[config.mk]
export PLATFORM = sky130hd
export DESIGN_NAME = reg_writeback
export DESIGN_NICKNAME = d
export VERILOG_FILES = /design/src/rtl/reg_writeback_pkg.sv /design/src/rtl/reg_writeback_fifo.sv /design/src/rtl/reg_writeback.sv
export SDC_FILE = /design/constraint.sdc
export NUM_CORES = 1
export LEC_CHECK = 0
export CELL_PAD_IN_SITES_DETAIL_PLACEMENT = 1
export CELL_PAD_IN_SITES_GLOBAL_PLACEMENT = 1
export CORE_ASPECT_RATIO = 0.5
export CORE_UTILIZATION = 25
export DETAILED_ROUTE_END_ITERATION = 7
export HOLD_SLACK_MARGIN = 0.1
export MAX_ROUTING_LAYER = met4
export PLACE_DENSITY_LB_ADDON = 0.2
export SLEW_MARGIN = 0
export SYNTH_ARGS = -nofsm -noshare
export SYNTH_HDL_FRONTEND = slang
export SYNTH_HIERARCHICAL = 1
export SYNTH_SLANG_ARGS = --single-unit
[constraint.sdc]
create_clock -name clk -period 7.5 [get_ports clk]
set_input_delay 1.5 -clock clk [delete_from_list [all_inputs] [get_ports clk]]
set_output_delay 1.5 -clock clk [all_outputs]
set_load 0.005 [all_outputs]
[src/rtl/reg_writeback_pkg.sv]
// Shared constants and the writeback entry layout used by reg_writeback,
// register_file and the benches.
package reg_writeback_pkg;

  localparam int WORD_SIZE  = 32;
  localparam int ADDR_WIDTH = 4;
  localparam int NUM_REGS   = 16;

  localparam logic [ADDR_WIDTH-1:0] PC_REG = 4'd15;

  typedef struct packed {
    logic                  rd_en;
    logic [ADDR_WIDTH-1:0] rd;
    logic [WORD_SIZE-1:0]  data;
    logic                  cpsr_en;
    logic [WORD_SIZE-1:0]  cpsr;
  } wb_entry_t;

  function automatic logic [NUM_REGS-1:0] reg_bit(input logic [ADDR_WIDTH-1:0] r);
    reg_bit = {{(NUM_REGS-1){1'b0}}, 1'b1} << r;
  endfunction

  function automatic logic is_pc(input logic [ADDR_WIDTH-1:0] r);
    is_pc = (r == PC_REG);
  endfunction

endpackage

[src/rtl/reg_writeback_fifo.sv]
// In-order writeback queue: up to two pushes (a before b) and one pop per cycle,
// with per-slot visibility of queued register destinations.
module wb_fifo
  import reg_writeback_pkg::*;
#(
  parameter int DEPTH = 4
) (
  input  logic                      clk,
  input  logic                      reset,
  input  logic                      flush,
  input  logic                      push_a,
  input  wb_entry_t                 entry_a,
  input  logic                      push_b,
  input  wb_entry_t                 entry_b,
  input  logic                      pop,
  output wb_entry_t                 head,
  output logic [$clog2(DEPTH):0]    count,
  output logic [DEPTH-1:0]          live,
  output logic [ADDR_WIDTH-1:0]     live_rd [DEPTH]
);

  localparam int PW = $clog2(DEPTH);
  localparam int CW = PW + 1;

  wb_entry_t       slots [DEPTH];
  logic [PW-1:0]   wr_ptr;
  logic [PW-1:0]   rd_ptr;
  logic [PW-1:0]   wr_ptr_b;

  assign wr_ptr_b = push_a ? (wr_ptr + PW'(1)) : wr_ptr;
  assign head     = slots[rd_ptr];

  // Pointer and occupancy bookkeeping; flush empties the queue.
  always_ff @(posedge clk or negedge reset) begin
    if (!reset) begin
      wr_ptr <= '0;
      rd_ptr <= '0;
      count  <= '0;
    end else if (flush) begin
      wr_ptr <= '0;
      rd_ptr <= '0;
      count  <= '0;
    end else begin
      wr_ptr <= wr_ptr + PW'(push_a) + PW'(push_b);
      rd_ptr <= rd_ptr + PW'(pop);
      count  <= count + CW'(push_a) + CW'(push_b) - CW'(pop);
    end
  end

  // Slot storage; the b entry lands behind the a entry when both push.
  always_ff @(posedge clk or negedge reset) begin
    if (!reset) begin
      for (int i = 0; i < DEPTH; i++) begin
        slots[i] <= '0;
      end
    end else begin
      if (push_a && !flush) begin
        slots[wr_ptr] <= entry_a;
      end
      if (push_b && !flush) begin
        slots[wr_ptr_b] <= entry_b;
      end
    end
  end

  // A slot is occupied when its distance from the read pointer is below count.
  for (genvar g = 0; g < DEPTH; g++) begin : g_live
    logic [PW-1:0] age;
    assign age        = PW'(g) - rd_ptr;
    assign live[g]    = ({1'b0, age} < count) && slots[g].rd_en;
    assign live_rd[g] = slots[g].rd;
  end

endmodule

[src/rtl/reg_writeback.sv]
// Register-file write driver: queues ALU and load results in order and issues
// one registered rd/pc/cpsr write per cycle, exporting a pending-register mask.
module reg_writeback
  import reg_writeback_pkg::*;
#(
  parameter int DEPTH = 4
) (
  input  logic                  clk,
  input  logic                  reset,
  input  logic                  flush,
  input  logic                  alu_valid,
  output logic                  alu_ready,
  input  logic                  alu_rd_en,
  input  logic [ADDR_WIDTH-1:0] alu_rd,
  input  logic [WORD_SIZE-1:0]  alu_data,
  input  logic                  alu_cpsr_en,
  input  logic [WORD_SIZE-1:0]  alu_cpsr,
  input  logic                  mem_valid,
  output logic                  mem_ready,
  input  logic [ADDR_WIDTH-1:0] mem_rd,
  input  logic [WORD_SIZE-1:0]  mem_data,
  output logic                  rd_we,
  output logic [ADDR_WIDTH-1:0] write_rd,
  output logic [WORD_SIZE-1:0]  rd_in,
  output logic                  pc_we,
  output logic [WORD_SIZE-1:0]  pc_in,
  output logic                  cpsr_we,
  output logic [WORD_SIZE-1:0]  cpsr_in,
  output logic [NUM_REGS-1:0]   pending
);

  localparam int CW = $clog2(DEPTH) + 1;

  logic [CW-1:0]         count;
  logic                  mem_take;
  logic                  alu_take;
  logic                  alu_push;
  logic                  pop;
  wb_entry_t             mem_entry;
  wb_entry_t             alu_entry;
  wb_entry_t             head;
  logic [DEPTH-1:0]      live;
  logic [ADDR_WIDTH-1:0] live_rd [DEPTH];

  // Space is judged on the registered count only; a same-cycle pop frees nothing.
  assign mem_ready = !flush && (count < CW'(DEPTH));
  assign mem_take  = mem_valid && mem_ready;
  assign alu_ready = !flush && ((count + CW'(mem_take)) < CW'(DEPTH));
  assign alu_take  = alu_valid && alu_ready;
  assign alu_push  = alu_take && (alu_rd_en || alu_cpsr_en);
  assign pop       = !flush && (count != '0);

  assign mem_entry = '{rd_en: 1'b1, rd: mem_rd, data: mem_data,
                       cpsr_en: 1'b0, cpsr: '0};
  assign alu_entry = '{rd_en: alu_rd_en, rd: alu_rd, data: alu_data,
                       cpsr_en: alu_cpsr_en, cpsr: alu_cpsr};

  wb_fifo #(
    .DEPTH (DEPTH)
  ) u_fifo (
    .clk     (clk),
    .reset   (reset),
    .flush   (flush),
    .push_a  (mem_take),
    .entry_a (mem_entry),
    .push_b  (alu_push),
    .entry_b (alu_entry),
    .pop     (pop),
    .head    (head),
    .count   (count),
    .live    (live),
    .live_rd (live_rd)
  );

  // Route the popped entry onto the write ports; data registers hold when unused.
  always_ff @(posedge clk or negedge reset) begin
    if (!reset) begin
      rd_we    <= 1'b0;
      pc_we    <= 1'b0;
      cpsr_we  <= 1'b0;
      write_rd <= '0;
      rd_in    <= '0;
      pc_in    <= '0;
      cpsr_in  <= '0;
    end else if (flush) begin
      rd_we   <= 1'b0;
      pc_we   <= 1'b0;
      cpsr_we <= 1'b0;
    end else begin
      rd_we   <= 1'b0;
      pc_we   <= 1'b0;
      cpsr_we <= 1'b0;
      if (pop) begin
        if (head.rd_en && is_pc(head.rd)) begin
          pc_we <= 1'b1;
          pc_in <= head.data;
        end else if (head.rd_en) begin
          rd_we    <= 1'b1;
          write_rd <= head.rd;
          rd_in    <= head.data;
        end
        if (head.cpsr_en) begin
          cpsr_we <= 1'b1;
          cpsr_in <= head.cpsr;
        end
      end
    end
  end

  // Pending covers queued destinations plus the write currently on the ports.
  always_comb begin
    pending = '0;
    for (int i = 0; i < DEPTH; i++) begin
      pending = pending | (live[i] ? reg_bit(live_rd[i]) : '0);
    end
    pending = pending | (rd_we ? reg_bit(write_rd) : '0)
                      | (pc_we ? reg_bit(PC_REG) : '0);
  end

endmodule

# Word level (Yosys, flattened, before mapping)
# Index checks and enable logic that the tools add are counted.
# Widths: inputs -> output; s select.
dict set report word_totals {
  regBits 390
  inputBits 111
  out_inout_bits 121
  wordCells 120
}
dict set report classes {
  addsub 11
  order_cmp 11
  eq_ne 1
  shifts 5
  mux 31
  bitwise 10
  reduce_logical 21
}
# cell count
set op_table {}
lappend op_table {{$bwmux 280} 2}
lappend op_table {{$mux 280} 2}
lappend op_table {{$demux 70 s2} 2}
lappend op_table {{$mux 70} 4}
lappend op_table {{$bmux 70 s2} 1}
lappend op_table {{$mux 16} 6}
lappend op_table {{$or 16x16->16} 5}
lappend op_table {{$shl 1x4->16 const A} 5}
lappend op_table {{$logic_and 1x1->1} 15}
lappend op_table {{$lt 2x3->1} 4}
lappend op_table {{$mux 1} 10}
lappend op_table {{$ge 3x3->1 const B} 3}
lappend op_table {{$not 2->3} 3}
lappend op_table {{$add 2x1->2} 3}
lappend op_table {{$add 3x1->3} 2}
lappend op_table {{$lt 3x1->1 const B} 2}
lappend op_table {{$lt 3x3->1 const B} 2}
lappend op_table {{$mux 2} 3}
lappend op_table {{$reduce_and 3->1} 2}
lappend op_table {{$eq 4x4->1 const B} 1}
lappend op_table {{$reduce_and 4->1} 1}
lappend op_table {{$sub 1x2->2 const A} 2}
lappend op_table {{$sub 2x2->2 const A} 2}
lappend op_table {{$mux 3} 1}
lappend op_table {{6 further kinds} 7}

# Depth between registers and ports, before layout
# Gate-level depths: netlist (run 1).
dict set report depth {
  ltp_word 11
  ltp_mapped 11
  ltp_nobuf 8
}

# Cells and area by module
# Netlist (run 1), hierarchy kept.
# mod instances cells_per_inst area_per_inst_um2 seq_area_each_um2
set modules_own_cells {}
lappend modules_own_cells {wb_fifo 1 1069 16402.0 7181.9}
lappend modules_own_cells {reg_writeback 1 343 4613.2 2577.5}

# Worst setup path before layout (run 1)
# OpenSTA, ideal clock, no wires.
dict set report synth_path {
  path_kind {register to output}
  start {register u_fifo.rd_ptr[0]}
  end {output pending[15]}
  arrival_ps 2513
  t_required_ps 6000
  slack_ps 3487
  path_stages_with_launch 12
  n_path_buf 3
  cell_sequence {dfrtp_1 buf_4 buf_2 buf_2 xnor2_1 inv_1 ha_1 a21oi_1 o21a_1 nand3_1 o22ai_1 or4_1}
}
dict set report synth_via {
  elab_chain_len 9
  elab_cells_between_ends 21
  classes_between {add/sub: 4; order compare: 4; mux: 4; bitwise: 5; reduce/logical: 4}
}
# element line
set synth_rtl {}
lappend synth_rtl {{start: declaration} reg_writeback_fifo.sv:27} ;# logic [PW-1:0] rd_ptr;
lappend synth_rtl {{start signal: assignment} reg_writeback_fifo.sv:45} ;# rd_ptr <= rd_ptr + PW'(pop);
lappend synth_rtl {{$sub 1x2->2} reg_writeback_fifo.sv:69} ;# assign age = PW'(g) - rd_ptr;
lappend synth_rtl {{$lt 2x3->1} reg_writeback_fifo.sv:70} ;# assign live[g] = ({1'b0, age} < count) && slots[g].rd_en;
lappend synth_rtl {{$logic_and 1x1->1} reg_writeback_fifo.sv:70}
lappend synth_rtl {{named net live[0]} reg_writeback.sv:42} ;# logic [DEPTH-1:0] live;
lappend synth_rtl {{$mux 16} reg_writeback.sv:114} ;# pending = pending | (live[i] ? reg_bit(live_rd[i]) : '0);
lappend synth_rtl {{$or 16x16->16 (3 in a row)} reg_writeback.sv:114}
lappend synth_rtl {{$or 16x16->16} reg_writeback.sv:116} ;# pending = pending | (rd_we ? reg_bit(write_rd) : '0)
lappend synth_rtl {{$or 16x16->16} reg_writeback.sv:117} ;# | (pc_we ? reg_bit(PC_REG) : '0);
lappend synth_rtl {{end: declaration} reg_writeback.sv:29} ;# output logic [NUM_REGS-1:0] pending
# The timed path passes the listed nets, and every way through them passes these cells.

# Worst setup path after layout (run 1)
dict set report layout_path {
  start {register u_fifo.rd_ptr[0]}
  end {output pending[6]}
}
# Same word-level chain as after synthesis.

==> flow_metrics.tcl, run 1 <==
set metrics [dict create \
    numCtsBuffers 45 \
    slowest_stage "dfrtp_4" \
    clkTransAtPathRegs_ns 0.06 \
    rsz0062_at_grt "no" \
    setup_slack_ns 2.09 \
    core_mm2 0.0824 \
    hold_buffers 0 \
    min_path_type "reg2reg" \
    place.gp.congestion 0.773 \
    via_per_inst 4.48 \
    drt_iter0_drc 519 \
    finalMaxSlewViolations 0 \
    r2r_slack_ns 3.55 \
    start_util 0.255 \
    end_kind "primary output" \
    fin_hold_ws_ns 0.504 \
    period_minus_slack_ns 5.41 \
    area_growth_pct 23.8 \
    ys_seq_area_frac 0.464 \
    place_hpwl_um 37600 \
    skew_ns 0.0168 \
    worst_path_largest_cell_delay_ns 0.99 \
    wirelength_um 61100 \
    nFillCells 8825 \
    cp_data_arrival_time_ns 3.91 \
    post_cts_buffers 0 \
    p_leak_nw 11.3 \
    dp_cells 2798 \
    tns_ns 0 \
    synth-edff-count 0 \
    synth_compound_area_frac 0.0136 \
    power.total_mw 9.39 \
    outcome "complete, no violations" \
    drc 0 \
    synth_ff_type "dfrtp_1" \
    startpoint_type "register" \
    clk_latency_ns 0.60 \
    dpl_cell_area_mm2 0.0246 \
    fmax_mhz 185 \
    power_density_mw_per_mm2 361 \
    hold_viol_final 0 \
    path_buf_inv 2 \
    crit_family "flip-flops" \
    routedWlPerCell_um 21.2 \
    synth_mux_area_frac 0.431 \
    worst_slew_pin_slew_ns 1.11 \
    crit_type "reg2out" \
    antenna_left 0 \
    grt_pass1_vias 14100 \
    dieArea_mm2 0.0853 \
    path_cells "xnor2_1 > inv_1 > ha_1 > a21oi_1 > o21a_1 > nor3b_1 > nand3_1 > nand4_1 > clkdlybuf4s50_1" \
    cts.sinks 390 \
    final_util 0.316 \
    die_w_um 412 \
    synth.cell_area_mm2 0.0210 \
    slew-limit-headroom 0.263 \
    cts_tree "yes" \
    antenna_found_initial 4 \
    io_pins 232 \
    gr-total-overflow 0 \
    ir_drop_mv 0.157 \
    drive_above_1_share 0.468 \
    finalNonFillerCells 2882 \
    crit_fanout 43 \
    area.sequential_mm2 0.00977 \
    cp_data_required_time_ns 6.00 \
    synthXorXnorAreaFrac 0.00208 \
    pre_cts_ws_ns 1.63 \
    track_usage 0.149 \
    syn_inst 1412 \
    clockBufferDepth 3 \
    yosys_warnings 6 \
    synth_simple_gate_area_frac 0.0376 \
    root_buffer "clkbuf_16" \
    ys_async_sr_fraction 1.00 \
    synthAdderAreaFrac 0.00881 \
    fin_area_mm2 0.0260 \
    grt_pass1_wl_um 93200 \
    rows 74 \
    synth.avg_cell_area_um2 14.9 \
    first_pass_iters 4 \
    finalSetupViolations 0 \
    route.vias.total 12900 \
    ys_seq_elements 390 \
    fin_crit_sh 0.721 \
    htreeDepth 2 \
    yosysUniqueCellTypes 45 \
    port_buffers 231 \
    final_nets 1867 \
    die_y_um 207 \
    maxCapViolCount 0 \
    multi_input_area_mm2 0.0109 \
    synth_top_family_by_area "multiplexers" \
    grt_max_degree 152 \
    postCtsResizedCells 0 \
]
[flip-flops by register name (all words and copies together) (netlist names)]
| signal | count |
|---|---|
| write_rd | 4 |
| u_fifo/count | 3 |
| cpsr_in | 32 |
| cpsr_we | 1 |
| u_fifo/rd_ptr | 2 |
| pc_in | 32 |
| u_fifo/live_rd | 16 |
| u_fifo/slots | 264 |
| u_fifo/wr_ptr | 2 |
| pc_we | 1 |
| rd_in | 32 |
| rd_we | 1 |
[routing by layer]
metal / part of all wire / vias to the layer above / GRT usage
met5: 0 / - / -
met4: 0.018 / 0 / 0.0377
met3: 0.028 / 74 / 0.0243
met2: 0.51 / 123 / 0.247
met1: 0.45 / 6907 / 0.187
li1: - / 5804 / -
[worst register-to-register path, stage by stage (launching register included)]
cell,delay [ns]
dfrtp_4,0.72
buf_4,0.64
mux4_2,0.66
nand4_1,0.41
nor4bb_4,0.37
buf_4,0.60
mux2_2,0.44
[worst paths after layout]
| check | start | to | depth (start not counted) |
|---|---|---|---|
| setup reg to reg | u_fifo/rd_ptr[1] | rd_in[20] | 6 |
| hold reg to reg | pc_in[19] | pc_in[19] | 1 |
| max in group asynchronous | reset | pc_in[19] | 2 |
| min in group asynchronous | reset | cpsr_in[20] | 1 |
| hold / removal | pc_in[19] | pc_in[19] | 1 |
| setup / recovery | u_fifo/rd_ptr[0] | pending[6] | 9 |
[power breakdown]
group | leakage [nW] | switching (mW) | total (mW) | internal [mW]
Combinational | 5.70 | 1.21 | 3.54 | 2.32
Sequential | 4.96 | 0.632 | 3.67 | 3.03
Clock | 0.684 | 0.947 | 2.19 | 1.24
Total | 11.3 | 2.79 | 9.39 | 6.60
[kinds of logic (layout without fill, tap and decap cells)]
logic type,count (synthesis),after routing
mux,730,730
simple gates,119,119
other cells,2,140
flops,390,390
xor+xnor,5,5
buf+inv,113,343
fa+ha+maj,13,13
compound gates,40,40
[Yosys cell counts (2+ instances only)]
library cell	number	area, um^2
o21a_1	4	30.0
nor2b_1	5	31.3
mux2_2	648	7300
o22ai_1	21	131
dfrtp_1	390	9760
mux4_2	70	1580
and3b_1	3	26.3
nand4_1	4	25.0
xnor2_1	4	35.0
nor3b_1	7	52.6
a21oi_1	4	20.0
a32oi_1	4	35.0
or2_2	2	12.5
and2_1	2	12.5
mux2_4	11	165
or3_1	8	50.1
nor3b_2	2	25.0
buf_6	30	338
fa_1	3	60.1
nor3_1	10	50.1
nand2_1	7	26.3
o21ai_2	3	26.3
buf_4	42	315
ha_1	10	125
clkbuf_1	3	11.3
nor2_1	21	78.8
buf_2	22	110
nand3b_1	10	75.1
nand3_1	9	45.0
conb_1	2	7.51
nand3b_4	4	80.1
inv_1	10	37.5
clkbuf_8	6	82.6
or4_1	4	30.0
nand2b_1	17	106
[area by class of cell]
| cell class | count | share of cell area |
|---|---|---|
| Antenna cell | 4 | 0.000385 |
| Tap cell | 1102 | 0.0530 |
| Clock buffer | 71 | 0.0505 |
| Multi-Input combinational cell | 1043 | 0.419 |
| Clock inverter | 9 | 0.00375 |
| Timing Repair Buffer | 253 | 0.0964 |
| Sequential cell | 390 | 0.375 |
| Inverter | 10 | 0.00144 |
[placed cells by master (no fill, tap or decap), types with 8 or more instances in the layout]
cell type / instances
or3_1: 8
inv_1: 10
nand2b_1: 17
dfrtp_1: 388
nor2_1: 21
clkbuf_8: 9
ha_1: 10
conb_1: 136
mux4_2: 70
nor3_1: 10
clkbuf_16: 45
clkdlybuf4s50_1: 230
nand3b_1: 10
buf_4: 20
mux2_2: 648
o22ai_1: 21
nand3_1: 9
clkbuf_1: 17
mux2_4: 11
Power figures use the tool's default switching activity.
==> inputs of run 2 (changes only) <==
==> constraint.sdc (replaced) <==
create_clock -name clk -period 4.5 [get_ports clk]
set_input_delay 0.9 -clock clk [delete_from_list [all_inputs] [get_ports clk]]
set_output_delay 0.9 -clock clk [all_outputs]
set_load 0.005 [all_outputs]
==> flow_metrics.tcl, run 2 (synthesis results as in run 1) <==
set metrics [dict create \
    period_minus_slack_ns 4.29 \
    switching_share 0.297 \
    p_seq_frac 0.384 \
    root_buffer "clkbuf_16" \
    startpoint_type "register" \
    route.vias.total 12900 \
    hold_buffers 0 \
    wirelength_um 62200 \
    cp_data_required_time_ns 3.60 \
    rsz0062_at_grt "no" \
    topRoutingLayerUsed "met4" \
    fmax_mhz 233 \
    area_growth_pct 25.4 \
    critPathLaunch "u_fifo/count[1]" \
    final_common_cell "mux2_2" \
    crit_fanout 5 \
    layout_common_cells "mux2_2 (648), dfrtp_1 (388), clkdlybuf4s50_1 (230)" \
    tns_ns 0 \
    clockBufferDepth 3 \
    pre_cts_ws_ns 0.750 \
    place_hpwl_um 38200 \
    drc 0 \
    core_mm2 0.0824 \
    gr-total-overflow 0 \
    wl_met2_um 31000 \
    finalNonFillerCells 2902 \
    min_path_type "in2async" \
    largest_register_ffs 264 \
    start_util 0.255 \
    routedWlPerCell_um 21.4 \
    die_y_um 207 \
    final_util 0.320 \
    dp_cells 2814 \
    place.gp.congestion 0.780 \
    ir_drop_mv 0.259 \
    p_switching_mw 4.67 \
    fin_hold_ws_ns 0.299 \
    drive_above_1_share 0.480 \
    cts_tree "yes" \
    io_pins 232 \
    met3_length_um 1900 \
    grt_pass1_vias 14100 \
    maxCapViolCount 0 \
    htreeDepth 2 \
    p_leak_nw 11.5 \
    fin_area_mm2 0.0263 \
    clk_latency_ns 0.59 \
    slew-limit-headroom 0.290 \
    cp_data_arrival_time_ns 3.39 \
    setup_slack_ns 0.208 \
    antenna_left 0 \
    via_per_inst 4.46 \
    r2r_start "u_fifo/rd_ptr[1]" \
    combPwrFrac 0.380 \
    grt_pass1_wl_um 94400 \
    power.total_mw 15.7 \
    internal-power_mw 11.1 \
    crit_type "reg2out" \
    cts.sinks 390 \
    skew_ns 0.0252 \
    area.sequential_mm2 0.00977 \
    numCtsBuffers 44 \
    finalMaxSlewViolations 0 \
    grt_max_degree 83 \
    antenna_found_initial 7 \
    worst_slew_pin_slew_ns 1.06 \
    outcome "complete, no violations" \
    nFillCells 8763 \
    final_nets 1882 \
    pwr-share-clk 0.236 \
    dpl_cell_area_mm2 0.0249 \
    first_pass_iters 4 \
    wl_met1_um 28200 \
    rows 74 \
    die_w_um 412 \
    track_usage 0.151 \
    multi_input_area_mm2 0.0109 \
    drt_iter0_drc 485 \
    power_density_mw_per_mm2 597 \
    hold_viol_final 0 \
    fin_crit_sh 0.954 \
    finalSetupViolations 0 \
    clkTransAtPathRegs_ns 0.06 \
    dieArea_mm2 0.0853 \
    regMostFlops "u_fifo/slots" \
    end_kind "primary output" \
    port_buffers 231 \
]
## run 2: path summary, 6_finish.rpt
kind / to / slack (ns) / cells after the start
max: pending[6] / 0.21 / 9
min: u_fifo/slots[90] / 0.30 / 1
max reg2reg: rd_in[18] / 1.19 / 6
min reg2reg: pc_in[29] / 0.50 / 1
max in group asynchronous: pc_in[19] / 3.15 / 2
min in group clk: pc_in[29] / 0.50 / 1
## run 2: area by class of cell
type                            instances  area share
Antenna cell                            7    0.000665
Clock buffer                           65      0.0505
Clock inverter                         16     0.00437
Inverter                               10     0.00142
Multi-Input combinational cell       1043       0.414
Sequential cell                       390       0.371
Tap cell                             1102      0.0523
Timing Repair Buffer                  269       0.106
## run 2: repair_timing
action | 4_1_cts | 5_1_grt
resized for setup | 0 | 2
setup endpoints to repair | 0 | 4
buffers inserted | 0 | 0
## run 2: per-layer routing
| metal | GRT usage | up-vias |
|---|---|---|
| met5 | - | - |
| met4 | 0.0372 | 0 |
| met3 | 0.0254 | 65 |
| met2 | 0.247 | 126 |
| met1 | 0.195 | 6935 |
| li1 | - | 5823 |
## run 2: worst max-delay path, stage by stage, from the launching register on
cell             delay (ns)
dfrtp_1                0.51
inv_1                  0.17
ha_1                   0.34
a21oi_1                0.04
nor2_1                 0.10
o21a_1                 0.20
nor3b_1                0.63
a32oi_1                0.15
nand4_1                0.15
clkdlybuf4s50_1        0.51
## run 2: power groups by stage
| stage | Clock, mW | Combinational [mW] | Sequential [mW] |
|---|---|---|---|
| final | 3.71 | 5.98 | 6.05 |
| after CTS | 3.86 | 6.11 | 6.07 |
| after floorplan | 0 | 4.34 | 5.70 |
| after global placement | 0 | 5.95 | 6.08 |
| after detailed placement | 0 | 6.09 | 6.13 |
| after global routing | 4.00 | 6.54 | 6.27 |
==> inputs of run 3 (changes only) <==
--- a/config.mk
+++ b/config.mk
@@ -9,6 +9,7 @@
 export CELL_PAD_IN_SITES_GLOBAL_PLACEMENT = 1
 export CORE_ASPECT_RATIO = 0.5
 export CORE_UTILIZATION = 25
+export CTS_BUF_LIST = sky130_fd_sc_hd__clkbuf_2 sky130_fd_sc_hd__clkbuf_4 sky130_fd_sc_hd__clkbuf_8
 export DETAILED_ROUTE_END_ITERATION = 7
 export HOLD_SLACK_MARGIN = 0.1
 export MAX_ROUTING_LAYER = met4
==> constraint.sdc (replaced) <==
create_clock -name clk -period 3.7 [get_ports clk]
set_input_delay 0.74 -clock clk [delete_from_list [all_inputs] [get_ports clk]]
set_output_delay 0.74 -clock clk [all_outputs]
set_load 0.005 [all_outputs]
==> flow_metrics.tcl, run 3 (synthesis results as in run 1) <==
set metrics [dict create \
    largest_register_ffs 264 \
    cts_tree "yes" \
    outcome "complete, no violations" \
    hold_viol_final 0 \
    port_buffers 231 \
    crit_family "simple AND/OR/NAND/NOR gates" \
    maxCapViolCount 0 \
    clk_latency_ns 0.67 \
    worst_slew_pin_slew_ns 0.827 \
    antenna_found_initial 5 \
    numCtsBuffers 69 \
    area_growth_pct 26.4 \
    path_cells "xnor2_2 > inv_2 > ha_4 > a21oi_2 > o21a_2 > nand3b_1 > buf_4 > buf_6 > nor3_1 > or4_1 > buf_2" \
    htreeDepth 3 \
    cp_data_arrival_time_ns 2.93 \
    fin_crit_sh 0.991 \
    first_pass_iters 7 \
    power.total_mw 19.0 \
    min_path_type "reg2reg" \
    routedWlPerCell_um 21.3 \
    place.gp.congestion 0.768 \
    path_buf_inv 4 \
    place_hpwl_um 39600 \
    drt_iter0_drc 417 \
    crit_type "reg2out" \
    gr-total-overflow 0 \
    tns_ns 0 \
    die_y_um 207 \
    core_mm2 0.0824 \
    nFillCells 8705 \
    root_buffer "clkbuf_8" \
    cts.sinks 390 \
    final_nets 1933 \
    regMostFlops "u_fifo/slots" \
    final_common_cell "mux2_2" \
    io_pins 232 \
    fin_hold_ws_ns 0.499 \
    finalSetupViolations 0 \
    rsz0062_at_grt "yes" \
    antenna_left 0 \
    grt_max_degree 76 \
    rows 74 \
    period_minus_slack_ns 3.67 \
    cp_data_required_time_ns 2.96 \
    power_density_mw_per_mm2 714 \
    grt_pass1_wl_um 96400 \
    final_util 0.322 \
    startpoint_type "register" \
    slew-limit-headroom 0.449 \
    drive_above_1_share 0.515 \
    finalMaxSlewViolations 0 \
    die_w_um 412 \
    grt_pass1_vias 14800 \
    multi_input_area_mm2 0.0110 \
    fmax_mhz 273 \
    start_util 0.255 \
    layout_common_cells "mux2_2 (648), dfrtp_1 (388), clkdlybuf4s50_1 (214)" \
    skew_ns 0.0278 \
    crit_fanout 4 \
    area.sequential_mm2 0.00977 \
    via_per_inst 4.45 \
    worst_path_largest_cell_delay_ns 0.50 \
    end_kind "primary output" \
    drc 0 \
    route.vias.total 13200 \
    clkTransAtPathRegs_ns 0.06 \
    slowest_stage "dfrtp_4" \
    track_usage 0.154 \
    dieArea_mm2 0.0853 \
    ir_drop_mv 0.220 \
    p_leak_nw 11.8 \
    clockBufferDepth 3 \
    wirelength_um 62900 \
]
==> run 3: changes by cell type in the layout (fill, tap and decap cells not counted), moves of 7 or more <==
cell,delta
clkbuf_8,+63
clkbuf_16,-45
clkbuf_4,+22
buf_4,+16
clkdlybuf4s50_1,-16
clkbuf_2,+9
clkinv_2,-8
clkbuf_1,-7
==> run 3: timing repair <==
item	in CTS	in global routing
resized for setup	45	22
endpoints found under the hold margin	46	0
setup endpoints to repair	16	13
buffers inserted	7	2
pin swaps	10	10
hold buffers	1	0
cloned	0	0
==> run 3: metrics by stage <==
step,std cells,instance area [um^2],setup WS (ns)
global route,2956,26600,-0.0896
CTS,2949,26500,-0.125
global placement,2830,25100,0.349
finish,2956,26600,0.0347
detailed placement,2830,25100,0.349
floorplan,1546,21500,0.447
==> run 3: power breakdown <==
part / internal, mW / switching (mW) / leakage [nW]
sequential: 6.15 / 1.19 / 4.96
clock: 2.25 / 1.95 / 0.713
combinational: 4.82 / 2.61 / 6.09
total: 13.2 / 5.75 / 11.8
==> run 3: metal layers <==
layer  part of all wire  GRT usage  vias to the layer above
li1                   -          -                     5955
met1               0.45      0.193                     6967
met2               0.51      0.254                      154
met3              0.027     0.0288                       84
met4              0.018     0.0430                        0
met5                  0          -                        -
==> run 3: layout make-up <==
class,count,share of cell area
diodes,5,0.000471
clock buffers,98,0.0456
clock inverters,13,0.00537
inverters,10,0.00141
multi-input cells,1043,0.414
flip-flops and latches,390,0.368
well taps,1102,0.0519
repair buffers,295,0.113
==> run 3: worst register-to-register path, cell delays in order (launching register included) <==
cell,delay [ns]
dfrtp_4,0.44
buf_4,0.47
mux4_2,0.63
nand4_1,0.27
nor4bb_4,0.36
buf_4,0.38
mux2_2,0.41
==> run 3: path summary, 6_finish.rpt <==
kind	start	endpoint	slack, ns	depth (start not counted)
max	u_fifo/rd_ptr[1]	pending[1]	0.03	11
max reg2reg	u_fifo/rd_ptr[1]	rd_in[30]	0.61	6
max in group asynchronous	reset	pc_in[20]	1.95	4
min reg2reg	pc_in[7]	pc_in[7]	0.50	1
min in group asynchronous	reset	cpsr_in[20]	0.60	2
min	pc_in[7]	pc_in[7]	0.50	1
